File: src/rtl/ibex_efpga_responder.sv
// Fabric-side responder for the core<->eFPGA custom-instruction link.
// Captures a request on write_strobe_i, launches the user fabric, and returns
// either the fabric result or ERR_PATTERN after TIMEOUT_CYCLES.
// Optional feature macro: EFPGA_RESP_SHADOW_EN (one-entry request shadow).
module ibex_efpga_responder #(
    parameter int unsigned TIMEOUT_CYCLES = 16,
    parameter logic [31:0] ERR_PATTERN    = 32'hDEAD_BEEF
) (
    input  logic        clk_i,
    input  logic        rst_i,
    input  logic        write_strobe_i,
    input  logic [1:0]  operator_i,
    input  logic [31:0] operand_a_i,
    input  logic [31:0] operand_b_i,
    output logic        fab_start_o,
    output logic [1:0]  fab_op_o,
    output logic [31:0] fab_a_o,
    output logic [31:0] fab_b_o,
    input  logic        fab_valid_i,
    input  logic [31:0] fab_res_a_i,
    input  logic [31:0] fab_res_b_i,
    input  logic [31:0] fab_res_c_i,
    output logic [31:0] result_a_o,
    output logic [31:0] result_b_o,
    output logic [31:0] result_c_o,
    output logic        done_o,
    output logic        busy_o,
    output logic        timeout_o,
    output logic        overrun_o
);

    localparam int unsigned CNT_W  = 8;
    localparam int unsigned OP_W   = 2;
    localparam int unsigned DATA_W = 32;
    // WAIT lasts TIMEOUT_CYCLES-1 cycles: the check uses the incremented count
    localparam logic [CNT_W-1:0] CNT_LAST = CNT_W'(TIMEOUT_CYCLES - 1);

    typedef enum logic [1:0] {
        S_IDLE,
        S_LAUNCH,
        S_WAIT,
        S_DONE
    } state_t;

    state_t              state_q, state_d;
    logic [CNT_W-1:0]    cnt_q, cnt_d, cnt_inc;
    logic                start_q, start_d;
    logic [OP_W-1:0]     op_q, op_d;
    logic [DATA_W-1:0]   a_q, a_d, b_q, b_d;
    logic [DATA_W-1:0]   res_a_q, res_a_d, res_b_q, res_b_d, res_c_q, res_c_d;
    logic                done_q, done_d, busy_q, busy_d;
    logic                timeout_q, timeout_d, overrun_q, overrun_d;

`ifdef EFPGA_RESP_SHADOW_EN
    logic                sh_valid_q, sh_valid_d;
    logic [OP_W-1:0]     sh_op_q, sh_op_d;
    logic [DATA_W-1:0]   sh_a_q, sh_a_d, sh_b_q, sh_b_d;
`endif

    assign cnt_inc = cnt_q + CNT_W'(1);

    // State and output registers with synchronous reset
    always_ff @(posedge clk_i) begin
        if (rst_i) begin
            state_q   <= S_IDLE;
            cnt_q     <= '0;
            start_q   <= 1'b0;
            op_q      <= '0;
            a_q       <= '0;
            b_q       <= '0;
            res_a_q   <= '0;
            res_b_q   <= '0;
            res_c_q   <= '0;
            done_q    <= 1'b0;
            busy_q    <= 1'b0;
            timeout_q <= 1'b0;
            overrun_q <= 1'b0;
`ifdef EFPGA_RESP_SHADOW_EN
            sh_valid_q <= 1'b0;
            sh_op_q    <= '0;
            sh_a_q     <= '0;
            sh_b_q     <= '0;
`endif
        end else begin
            state_q   <= state_d;
            cnt_q     <= cnt_d;
            start_q   <= start_d;
            op_q      <= op_d;
            a_q       <= a_d;
            b_q       <= b_d;
            res_a_q   <= res_a_d;
            res_b_q   <= res_b_d;
            res_c_q   <= res_c_d;
            done_q    <= done_d;
            busy_q    <= busy_d;
            timeout_q <= timeout_d;
            overrun_q <= overrun_d;
`ifdef EFPGA_RESP_SHADOW_EN
            sh_valid_q <= sh_valid_d;
            sh_op_q    <= sh_op_d;
            sh_a_q     <= sh_a_d;
            sh_b_q     <= sh_b_d;
`endif
        end
    end

    // Next-state and next-output logic
    always_comb begin
        state_d   = state_q;
        cnt_d     = cnt_q;
        op_d      = op_q;
        a_d       = a_q;
        b_d       = b_q;
        res_a_d   = res_a_q;
        res_b_d   = res_b_q;
        res_c_d   = res_c_q;
        done_d    = done_q;
        timeout_d = timeout_q;
        overrun_d = overrun_q;
`ifdef EFPGA_RESP_SHADOW_EN
        sh_valid_d = sh_valid_q;
        sh_op_d    = sh_op_q;
        sh_a_d     = sh_a_q;
        sh_b_d     = sh_b_q;
`endif

        // A strobe while busy is parked in the shadow if possible, else lost
        if ((state_q == S_LAUNCH || state_q == S_WAIT) && write_strobe_i) begin
`ifdef EFPGA_RESP_SHADOW_EN
            if (!sh_valid_q) begin
                sh_valid_d = 1'b1;
                sh_op_d    = operator_i;
                sh_a_d     = operand_a_i;
                sh_b_d     = operand_b_i;
            end else begin
                overrun_d = 1'b1;
            end
`else
            overrun_d = 1'b1;
`endif
        end

        case (state_q)
            S_IDLE: begin
                if (write_strobe_i) begin
                    op_d      = operator_i;
                    a_d       = operand_a_i;
                    b_d       = operand_b_i;
                    done_d    = 1'b0;
                    timeout_d = 1'b0;
                    state_d   = S_LAUNCH;
                end
            end
            S_LAUNCH: begin
                cnt_d     = '0;
                // Drops the done pulse of a previous op after a shadow relaunch
                done_d    = 1'b0;
                timeout_d = 1'b0;
                state_d   = S_WAIT;
            end
            S_WAIT: begin
                cnt_d = cnt_inc;
                if (fab_valid_i) begin
                    res_a_d   = fab_res_a_i;
                    res_b_d   = fab_res_b_i;
                    res_c_d   = fab_res_c_i;
                    timeout_d = 1'b0;
                    state_d   = S_DONE;
                end else if (cnt_inc == CNT_LAST) begin
                    res_a_d   = ERR_PATTERN;
                    res_b_d   = '0;
                    res_c_d   = '0;
                    timeout_d = 1'b1;
                    state_d   = S_DONE;
                end
            end
            S_DONE: begin
                done_d  = 1'b1;
                state_d = S_IDLE;
`ifdef EFPGA_RESP_SHADOW_EN
                if (sh_valid_q) begin
                    op_d       = sh_op_q;
                    a_d        = sh_a_q;
                    b_d        = sh_b_q;
                    sh_valid_d = 1'b0;
                    state_d    = S_LAUNCH;
                    if (write_strobe_i) begin
                        sh_valid_d = 1'b1;
                        sh_op_d    = operator_i;
                        sh_a_d     = operand_a_i;
                        sh_b_d     = operand_b_i;
                    end
                end else
`endif
                if (write_strobe_i) begin
                    op_d      = operator_i;
                    a_d       = operand_a_i;
                    b_d       = operand_b_i;
                    done_d    = 1'b0;
                    timeout_d = 1'b0;
                    state_d   = S_LAUNCH;
                end
            end
            default: state_d = S_IDLE;
        endcase

        start_d = (state_d == S_LAUNCH);
        busy_d  = (state_d == S_LAUNCH) || (state_d == S_WAIT);
    end

    assign fab_start_o = start_q;
    assign fab_op_o    = op_q;
    assign fab_a_o     = a_q;
    assign fab_b_o     = b_q;
    assign result_a_o  = res_a_q;
    assign result_b_o  = res_b_q;
    assign result_c_o  = res_c_q;
    assign done_o      = done_q;
    assign busy_o      = busy_q;
    assign timeout_o   = timeout_q;
    assign overrun_o   = overrun_q;

endmodule

File: config.mk
export PLATFORM = sky130hd
export DESIGN_NAME = ibex_efpga_responder
export DESIGN_NICKNAME = d
export VERILOG_FILES = /design/src/rtl/ibex_efpga_responder.sv
export SDC_FILE = /design/constraint.sdc
export NUM_CORES = 1
export LEC_CHECK = 0
export BUFFER_PORTS_ARGS = -buffer_cell sky130_fd_sc_hd__buf_2
export CAP_MARGIN = 20
export CELL_PAD_IN_SITES_DETAIL_PLACEMENT = 1
export CELL_PAD_IN_SITES_GLOBAL_PLACEMENT = 1
export CORE_MARGIN = 3
export CORE_UTILIZATION = 29
export DETAILED_ROUTE_END_ITERATION = 10
export PLACE_DENSITY_LB_ADDON = 0.08
export SLEW_MARGIN = 15
export SYNTH_ARGS = -nofsm -noshare
export SYNTH_HDL_FRONTEND = slang
export SYNTH_SLANG_ARGS = --single-unit
File: constraint.sdc
create_clock -name clk_i -period 1.7 [get_ports clk_i]
set_clock_uncertainty 0.05 [all_clocks]
set_input_delay 0.34 -clock clk_i [delete_from_list [all_inputs] [get_ports clk_i]]
set_output_delay 0.34 -clock clk_i [all_outputs]
set_load 0.02 [all_outputs]
==> flow_metrics.tcl, run 1 <==
set metrics [dict create \
    hold-worst-slack_ns 0.0947 \
    syn_nets 986 \
    rsz0062_at_grt "true" \
    synthTopCellsByCount "nand2_1, dfxtp_1, a21oi_1" \
    wl_per_cell_um 16.7 \
    setup.worst_path.start "state_q[0]" \
    met3_usage_pct 7.13 \
    rows 55 \
    tightest_slew_ns 0.507 \
    syn_area_per_cell_um2 8.45 \
    coreArea_mm2 0.0230 \
    max_cap_viol_count 0 \
    synth_edf_count 0 \
    nets 1316 \
    vias 7128 \
    cts.sinks 177 \
    n_fill_cell 2881 \
    io_pins 333 \
    hold_viol_final 0 \
    grt_max_degree 103 \
    p_leak_nw 4.26 \
    dp_hpwl_um 16800 \
    crit_path_start_kind "flop" \
    multi_input_area_mm2 0.00302 \
    post-place-ws_ns -0.0362 \
    synth_area_mm2 0.00687 \
    syn-instance-count 813 \
    synth_most_common_cell "nand2_1" \
    drive_above_1_share_pct 37.5 \
    gp_congestion 0.773 \
    cp_max_fo 17 \
    vias_per_cell 4.85 \
    busiest_layer "met2" \
    ir_drop_mv 0.563 \
    port_buffers 332 \
    cts_tree "yes" \
    yosysWarningCount 0 \
    htreeDepth 4 \
    cellPowerDensity_mw_per_mm2 1410 \
    synthArstFlopShare_pct 0 \
    groute.layer.met2.usage_pct 29.8 \
    min_path_type "in2reg" \
    ys_seq_elements 177 \
    area_growth_pct 41.7 \
    ff_latch_area_mm2 0.00356 \
    wl_um 24500 \
    fin_area_mm2 0.00973 \
    ant_nets 0 \
    required_ns 2.00 \
    relSlewSlack_pct 66.2 \
    die_y_um 160 \
    r2r-start "state_q[0]" \
    die_area_mm2 0.0256 \
    fin_crit_ns 1.65 \
    synth_top_cell_by_area "dfxtp_1" \
    layout_setup_ws_ns 0.0452 \
    final-setup-viol-count 0 \
    maxSlewViolCount 0 \
    synth_area_leaders "dfxtp_1, nand2_1, a22oi_1" \
    power_mw 13.7 \
    synth-seq-area-share_pct 51.6 \
    crit_type "reg2reg" \
    die_w_um 160 \
    status "completed" \
    start_util_pct 29.9 \
    dpl-instance-area_mm2 0.00905 \
    grt_pass1_vias 7199 \
    fmax_mhz 604 \
    cts-hold-fix-buffers 0 \
    clkLatencyLatePin_ns 0.41 \
    min_from "operand_a_i[14]" \
    antenna_found_initial 6 \
    drt_iter0_markers 325 \
    end_kind "flop" \
    clock_path_buffers 2 \
    firstDrtPassIters 4 \
    clkTransAtPathRegs_ns 0.08 \
    cts-root-buf "clkbuf_16" \
    synth_cell_types 36 \
    synth_top_area_share_pct 51.6 \
    grtUsageMet1_pct 22.4 \
    grt-ovfl-total 0 \
    synth_flop_cell "dfxtp_1" \
    final_util_pct 42.3 \
    grt.total_usage_pct 18.3 \
    grt_pass1_wl_um 38700 \
    arrival_ns 1.95 \
    drc 0 \
    numCtsBuffers 17 \
    timing.final.crit_share_pct 97.3 \
]
[layout make-up]
class / count / share of cell area (%)
Sequential cell: 177 / 36.6
Clock inverter: 14 / 1.22
Inverter: 6 / 0.232
Tap cell: 313 / 4.03
Multi-Input combinational cell: 560 / 31.0
Clock buffer: 17 / 4.37
Antenna cell: 2 / 0.0515
Timing Repair Buffer: 381 / 22.5
[kinds of logic after synthesis]
logic type	share of synthesized area (%)
buf+inv	5.58
fa+ha+maj	1.28
compound gates	25.1
flops	51.6
xor+xnor	0.529
simple gates	15.9
[critical path: stages (launching register included)]
cell and delay [ns]:
dfxtp_2 0.35, inv_2 0.07, ha_4 0.27, buf_4 0.16, nor2b_4 0.18, buf_12 0.15, clkbuf_16 0.17, nand2_1 0.06
a21oi_1 0.13
[power by group]
part / switching, mW / internal [mW] / total (mW)
clock network: 1.84 / 1.92 / 3.76
registers: 0.432 / 4.86 / 5.29
logic: 2.82 / 1.80 / 4.63
[cells in the final DEF, fill, tap and decap left out, types with 4 or more instances in the layout]
master       n
inv_6        6
o21ai_0      4
buf_4       36
dfxtp_1    173
a211oi_1    24
ha_1         4
clkbuf_16   19
nor2_1       7
o21ai_1     72
buf_2      331
buf_12       9
a21oi_1     73
o22ai_1     26
nor3_1      28
nand2_1    213
a22oi_1     72
[metal layers]
layer  routed length (um)  part of all wire, %
met5                   42                 0.17
met4                  437                  1.8
met3                 1990                  8.1
met2                11400                   47
met1                10600                   43
[state kept, by name (all words and copies together) (netlist names)]
register	cells
result_c_o	32
state_q	2
fab_a_o	32
result_b_o	32
fab_start_o	1
fab_b_o	32
result_a_o	32
timeout_o	1
busy_o	1
fab_op_o	2
done_o	1
cnt_q	8
overrun_o	1
[stage by stage]
stage               setup TNS (ns)  instances
finish                           0       1470
global route                -0.195       1470
CTS                       -0.00482       1465
detailed placement          -0.507       1434
global placement                 0       1434
floorplan                  -0.0203        813
[final timing paths]
kind | end | depth (start not counted) | slack, ns
worst max-delay path | fab_b_o[1] | 8 | 0.05
worst min-delay path | fab_a_o[14] | 3 | 0.09
worst max register to register | fab_b_o[1] | 8 | 0.05
worst min register to register | fab_a_o[2] | 2 | 0.40
[what timing repair did]
item / in CTS / in global routing
buffers inserted: 0 / 1
hold endpoints to repair: 0 / 0
gates resized for setup: 3 / 14
pin swaps: 0 / 3
setup endpoints to repair: 95 / 150
cloned: 0 / 2
Note: power is estimated with default switching activity, not from simulation.
==> run 2, diff against run 1 <==
--- a/config.mk
+++ b/config.mk
@@ -12,7 +12,7 @@
 export CORE_MARGIN = 3
 export CORE_UTILIZATION = 29
 export DETAILED_ROUTE_END_ITERATION = 10
-export PLACE_DENSITY_LB_ADDON = 0.08
+export PLACE_DENSITY = 0.83
 export SLEW_MARGIN = 15
 export SYNTH_ARGS = -nofsm -noshare
 export SYNTH_HDL_FRONTEND = slang
==> run 2 against run 1 <==
Highest routed layer is now met4; hold slack better by 0.0093 ns; largest power group unchanged; largest cell class unchanged; the run now ends with negative setup slack left; maximum frequency is 3.9% lower; non-clock buffer count increased by 1.
==> flow_metrics.tcl, run 2 (synthesized netlist as in run 1, its figures left out) <==
set metrics [dict create \
    status "complete, but fails checks" \
    violations "negative setup slack" \
    p_sw_share_pct 37.2 \
    clock_path_buffers 2 \
    layout_commonest_cell "buf_2" \
    hold_end "fab_a_o[27]" \
    final-setup-viol-count 24 \
    io_pins 333 \
    required_ns 1.94 \
    crit_path_start_kind "flop" \
    wl_um 26400 \
    hold_viol_final 0 \
    timing.final.crit_share_pct 101 \
    whs_path_depth 3 \
    clkTransAtPathRegs_ns 0.08 \
    tightest_slew_ns 0.368 \
    port_buffers 332 \
    path_cells "ha_4 > xor2_1 > and4b_2 > a21o_4 > clkbuf_16 > o21ai_1" \
    cellPowerDensity_mw_per_mm2 1430 \
    dp_hpwl_um 17500 \
    ir_drop_mv 0.574 \
    grt_pass1_vias 7403 \
    regToRegSetupSlack_ns -0.02 \
    p_leak_nw 4.40 \
    fmax_mhz 581 \
    r2r-start "cnt_q[0]" \
    cp_max_fo 9 \
    reg2reg_depth 6 \
    cts-root-buf "clkbuf_16" \
    grt-ovfl-total 0 \
    die_area_mm2 0.0256 \
    rr_endpoint "result_b_o[9]" \
    min_from "operand_a_i[27]" \
    min_path_type "in2reg" \
    ant_nets 0 \
    clkLatencyLatePin_ns 0.42 \
    drive_above_1_share_pct 39.0 \
    coreArea_mm2 0.0230 \
    maxSlewViolCount 0 \
    cts-hold-fix-buffers 0 \
    gp_congestion 0.805 \
    rsz0062_at_grt "true" \
    cts.sinks 177 \
    end_kind "flop" \
    wl_per_cell_um 17.9 \
    rows 55 \
    antenna_found_initial 2 \
    drc 0 \
    area_growth_pct 46.2 \
    layout_setup_ws_ns -0.0212 \
    fin_crit_ns 1.72 \
    power_mw 14.4 \
    numCtsBuffers 17 \
    finalNonFillerCells 1473 \
    post-place-cells 1423 \
    cp_slowest_stage_delay_ns 0.37 \
    worst_path_max_delay_cell "dfxtp_4" \
    multi_input_area_mm2 0.00308 \
    intPower_mw 9.02 \
    pwr-share-clk_pct 29.4 \
    start_util_pct 29.9 \
    pwr-share-comb_pct 33.9 \
    grt_max_degree 75 \
    die_y_um 160 \
    relSlewSlack_pct 75.4 \
    vias 7370 \
    drt_iter0_markers 493 \
    n_fill_cell 2837 \
    max_cap_viol_count 0 \
    arrival_ns 1.96 \
    htreeDepth 4 \
    crit_type "reg2reg" \
    ff_latch_area_mm2 0.00355 \
    power_switching_mw 5.35 \
    firstDrtPassIters 4 \
    die_w_um 160 \
    nets 1317 \
    grt.total_usage_pct 18.4 \
    seqPwrFrac_pct 36.8 \
    cts_tree "yes" \
    grt_pass1_wl_um 39000 \
    mostFrequentLayoutCells "buf_2, nand2_1, dfxtp_1" \
    vias_per_cell 5.00 \
]
-- run 2: cell types whose count changed in the layout (fill, tap and decap cells not counted), moves of 3 or more --
cell / before / now
a211oi_1: 24 / 21
clkbuf_16: 19 / 26
a211oi_2: 0 / 3
clkinv_8: 0 / 3
clkinvlp_4: 3 / 0
buf_4: 36 / 26
o21ai_2: 0 / 15
o21ai_1: 72 / 57
-- run 2: routing by layer --
layer | wire length (um) | vias up | part of all wire, % | global-route usage [%]
met3 | 1440 | 42 | 5.5 | 4.59
met4 | 705 | 0 | 2.7 | 7.02
met2 | 13600 | 233 | 51 | 32.9
li1 | - | 3521 | - | -
met1 | 10600 | 3574 | 40 | 21.0
met5 | 0 | - | 0 | 0
-- run 2: cell type report --
type / count / area share (%)
sequential: 177 / 35.4
multi-input combinational: 560 / 30.7
timing repair buffer: 382 / 23.4
clock buffer: 17 / 4.24
tap: 313 / 3.90
clock inverter: 15 / 2.06
inverter: 6 / 0.224
antenna: 3 / 0.0748
-- run 2: power groups by stage --
stage | clock (mW) | sequential (mW) | combinational, mW
final | 4.22 | 5.28 | 4.87
after global routing | 4.54 | 5.39 | 5.27
after CTS | 4.32 | 5.27 | 4.47
after detailed placement | 0 | 5.36 | 4.37
after global placement | 0 | 5.31 | 4.25
after floorplan | 0 | 6.16 | 1.78
-- run 2: metrics by stage --
| stage | area (um2) | worst slack (ns) | hold slack [ns] | setup TNS [ns] | utilization, % |
|---|---|---|---|---|---|
| final | 10000 | -0.0212 | 0.104 | -0.200 | 43.7 |
| after CTS | 9650 | -0.00343 | 0.0787 | -0.00343 | 42.0 |
| after floorplan | 6890 | -0.0147 | 0.413 | -0.0203 | - |
| after global placement | 8990 | 0.0711 | 0.389 | 0 | 39.1 |
| after detailed placement | 8990 | 0.0188 | 0.395 | 0 | 39.1 |
| after global routing | 10000 | -0.107 | 0.0756 | -3.50 | 43.7 |
-- run 2: worst max-delay path, delay by kind of cell, from the launching register on --
family                     cells  cell delay [ns]
AOI/OAI and AO/OA              2             0.38
DFF                            1             0.37
and+or+nand+nor                1             0.30
buffers and inverters          1             0.22
adders and majority gates      1             0.13
xor gates and xnor gates       1             0.13
-- run 2: worst max-delay path by stage --
stage,from,endpoint,slack (ns),depth (start not counted)
2_1_floorplan,cnt_q[1],busy_o,-0.01,9
6_report,cnt_q[0],result_b_o[9],-0.02,6
3_5_place_dp,state_q[0],busy_o,0.02,8
5_1_grt,state_q[0],result_a_o[8],-0.11,7
3_3_place_gp,state_q[0],busy_o,0.07,8
4_1_cts,cnt_q[0],busy_o,-0.003,7
-- run 2: timing repair --
item                       CTS  global route
gates cloned                 0            10
setup endpoints to repair    5           127
resized for setup            5            28
buffers inserted             0             5
pin swaps                    1            17
==> run 3, diff against run 2 <==
--- a/config.mk
+++ b/config.mk
@@ -11,8 +11,10 @@
 export CELL_PAD_IN_SITES_GLOBAL_PLACEMENT = 1
 export CORE_MARGIN = 3
 export CORE_UTILIZATION = 29
+export CTS_BUF_LIST = sky130_fd_sc_hd__clkbuf_16
 export DETAILED_ROUTE_END_ITERATION = 10
 export PLACE_DENSITY = 0.83
+export SKIP_CTS_REPAIR_TIMING = 1
 export SLEW_MARGIN = 15
 export SYNTH_ARGS = -nofsm -noshare
 export SYNTH_HDL_FRONTEND = slang
==> run 3 against run 2 <==
The run still ends with negative setup slack left; design area fell by 0.47%; via count barely moved; hold slack got worse by 0.00094 ns; total power fell by 0.17%; critical path type unchanged; critical endpoint is now result_b_o[5].
==> flow_metrics.tcl, run 3 (synthesized netlist as in run 1, its figures left out) <==
set metrics [dict create \
    status "complete, but fails checks" \
    violations "negative setup slack" \
    min_from "operand_a_i[27]" \
    antenna_found_initial 2 \
    firstDrtPassIters 5 \
    p_sw_share_pct 37.3 \
    die_w_um 160 \
    htreeDepth 4 \
    ff_latch_area_mm2 0.00355 \
    mostFrequentLayoutCells "buf_2, nand2_1, dfxtp_1" \
    post-place-cells 1423 \
    vias_per_cell 5.01 \
    whs_path_depth 3 \
    clkLatencyLatePin_ns 0.42 \
    cts_tree "yes" \
    pwr-share-comb_pct 33.8 \
    grt-ovfl-total 0 \
    crit_type "reg2reg" \
    grt_max_degree 75 \
    timing.final.crit_share_pct 101 \
    end_kind "flop" \
    cp_max_fo 15 \
    cts.sinks 177 \
    intPower_mw 9.00 \
    required_ns 1.99 \
    grt_pass1_wl_um 38800 \
    ant_nets 0 \
    arrival_ns 2.00 \
    rows 55 \
    clock_path_buffers 2 \
    wl_per_cell_um 17.8 \
    ir_drop_mv 0.574 \
    setup_tns_ns -0.00878 \
    coreArea_mm2 0.0230 \
    drive_above_1_share_pct 38.9 \
    wl_um 26200 \
    multi_input_area_mm2 0.00309 \
    layout_setup_ws_ns -0.00858 \
    worst_path_max_delay_cell "dfxtp_4" \
    rr_endpoint "result_b_o[5]" \
    grt_pass1_vias 7396 \
    drc 0 \
    rsz0062_at_grt "true" \
    vias 7364 \
    max_cap_viol_count 0 \
    pwr-share-clk_pct 29.4 \
    maxSlewViolCount 0 \
    cts-root-buf "clkbuf_16" \
    regToRegSetupSlack_ns -0.009 \
    layout_commonest_cell "buf_2" \
    tightest_slew_ns 0.369 \
    hold_viol_final 0 \
    r2r-start "cnt_q[1]" \
    reg2reg_depth 6 \
    numCtsBuffers 17 \
    port_buffers 332 \
    grt.total_usage_pct 18.3 \
    gp_congestion 0.805 \
    die_y_um 160 \
    cp_slowest_stage_delay_ns 0.36 \
    clkTransAtPathRegs_ns 0.08 \
    fmax_mhz 585 \
    io_pins 333 \
    dp_hpwl_um 17500 \
    nets 1314 \
    die_area_mm2 0.0256 \
    fin_crit_ns 1.71 \
    min_path_type "in2reg" \
    path_cells "ha_4 > xor2_1 > and4b_2 > a21o_4 > buf_12 > o21ai_1" \
    relSlewSlack_pct 75.4 \
    drt_iter0_markers 466 \
    n_fill_cell 2862 \
    seqPwrFrac_pct 36.8 \
    cellPowerDensity_mw_per_mm2 1440 \
    start_util_pct 29.9 \
    finalNonFillerCells 1470 \
    hold_end "fab_a_o[27]" \
    final-setup-viol-count 2 \
    crit_path_start_kind "flop" \
    area_growth_pct 45.5 \
    power_switching_mw 5.35 \
    p_leak_nw 4.38 \
]
[run 3: changes by cell type in the layout (fill, tap and decap cells not counted)]
cell and change:
a211oi_1 +1, a211oi_2 -1, buf_4 -1, clkbuf_16 -2, o21ai_1 -2, o21ai_2 +1, o21ai_4 +1
[run 3: stage by stage]
step | hold slack, ns | util (%) | instance area [um2] | power [mW] | setup slack [ns]
floorplan | 0.413 | - | 6890 | 7.94 | -0.0147
global placement | 0.389 | 39.1 | 8990 | 9.56 | 0.0711
detailed placement | 0.395 | 39.1 | 8990 | 9.73 | 0.0188
CTS | 0.0787 | 41.9 | 9620 | 14.0 | -0.0908
global route | 0.0756 | 43.5 | 9990 | 15.1 | -0.0760
finish | 0.103 | 43.5 | 9990 | 14.3 | -0.00858
[run 3: area by class of cell]
cell class | instances | area share (%)
sequential | 177 | 35.6
multi-input combinational | 560 | 30.9
timing repair buffer | 379 | 23.0
clock inverter | 15 | 2.07
tap | 313 | 3.92
inverter | 6 | 0.225
antenna | 3 | 0.0751
clock buffer | 17 | 4.26
[run 3: how the worst max path moves through the flow]
stage	start	end	slack (ns)	cells after the start
2_1_floorplan	cnt_q[1]	busy_o	-0.01	9
3_3_place_gp	state_q[0]	busy_o	0.07	8
3_5_place_dp	state_q[0]	busy_o	0.02	8
4_1_cts	state_q[0]	busy_o	-0.09	8
5_1_grt	cnt_q[0]	busy_o	-0.08	7
6_report	cnt_q[1]	result_b_o[5]	-0.009	6
[run 3: power by group through the flow]
stage	logic [mW]	registers, mW	clock network, mW
after floorplan	1.78	6.16	0
after global placement	4.25	5.31	0
after detailed placement	4.37	5.36	0
after CTS	4.41	5.27	4.32
after global routing	5.23	5.38	4.54
final	4.84	5.28	4.22
[run 3: layer usage]
metal,GRT usage (%),wire [um],vias up
li1,-,-,3525
met1,21.0,10700,3565
met2,32.6,13400,231
met3,4.70,1350,43
met4,7.18,763,0
met5,0,0,-
[run 3: critical path, delay by kind of cell, from the launching register on]
family | cells | cell delay [ns]
AOI/OAI and AO/OA | 2 | 0.46
xor gates and xnor gates | 1 | 0.13
DFF | 1 | 0.36
adders and majority gates | 1 | 0.15
and+or+nand+nor | 1 | 0.28
buffers and inverters | 1 | 0.19
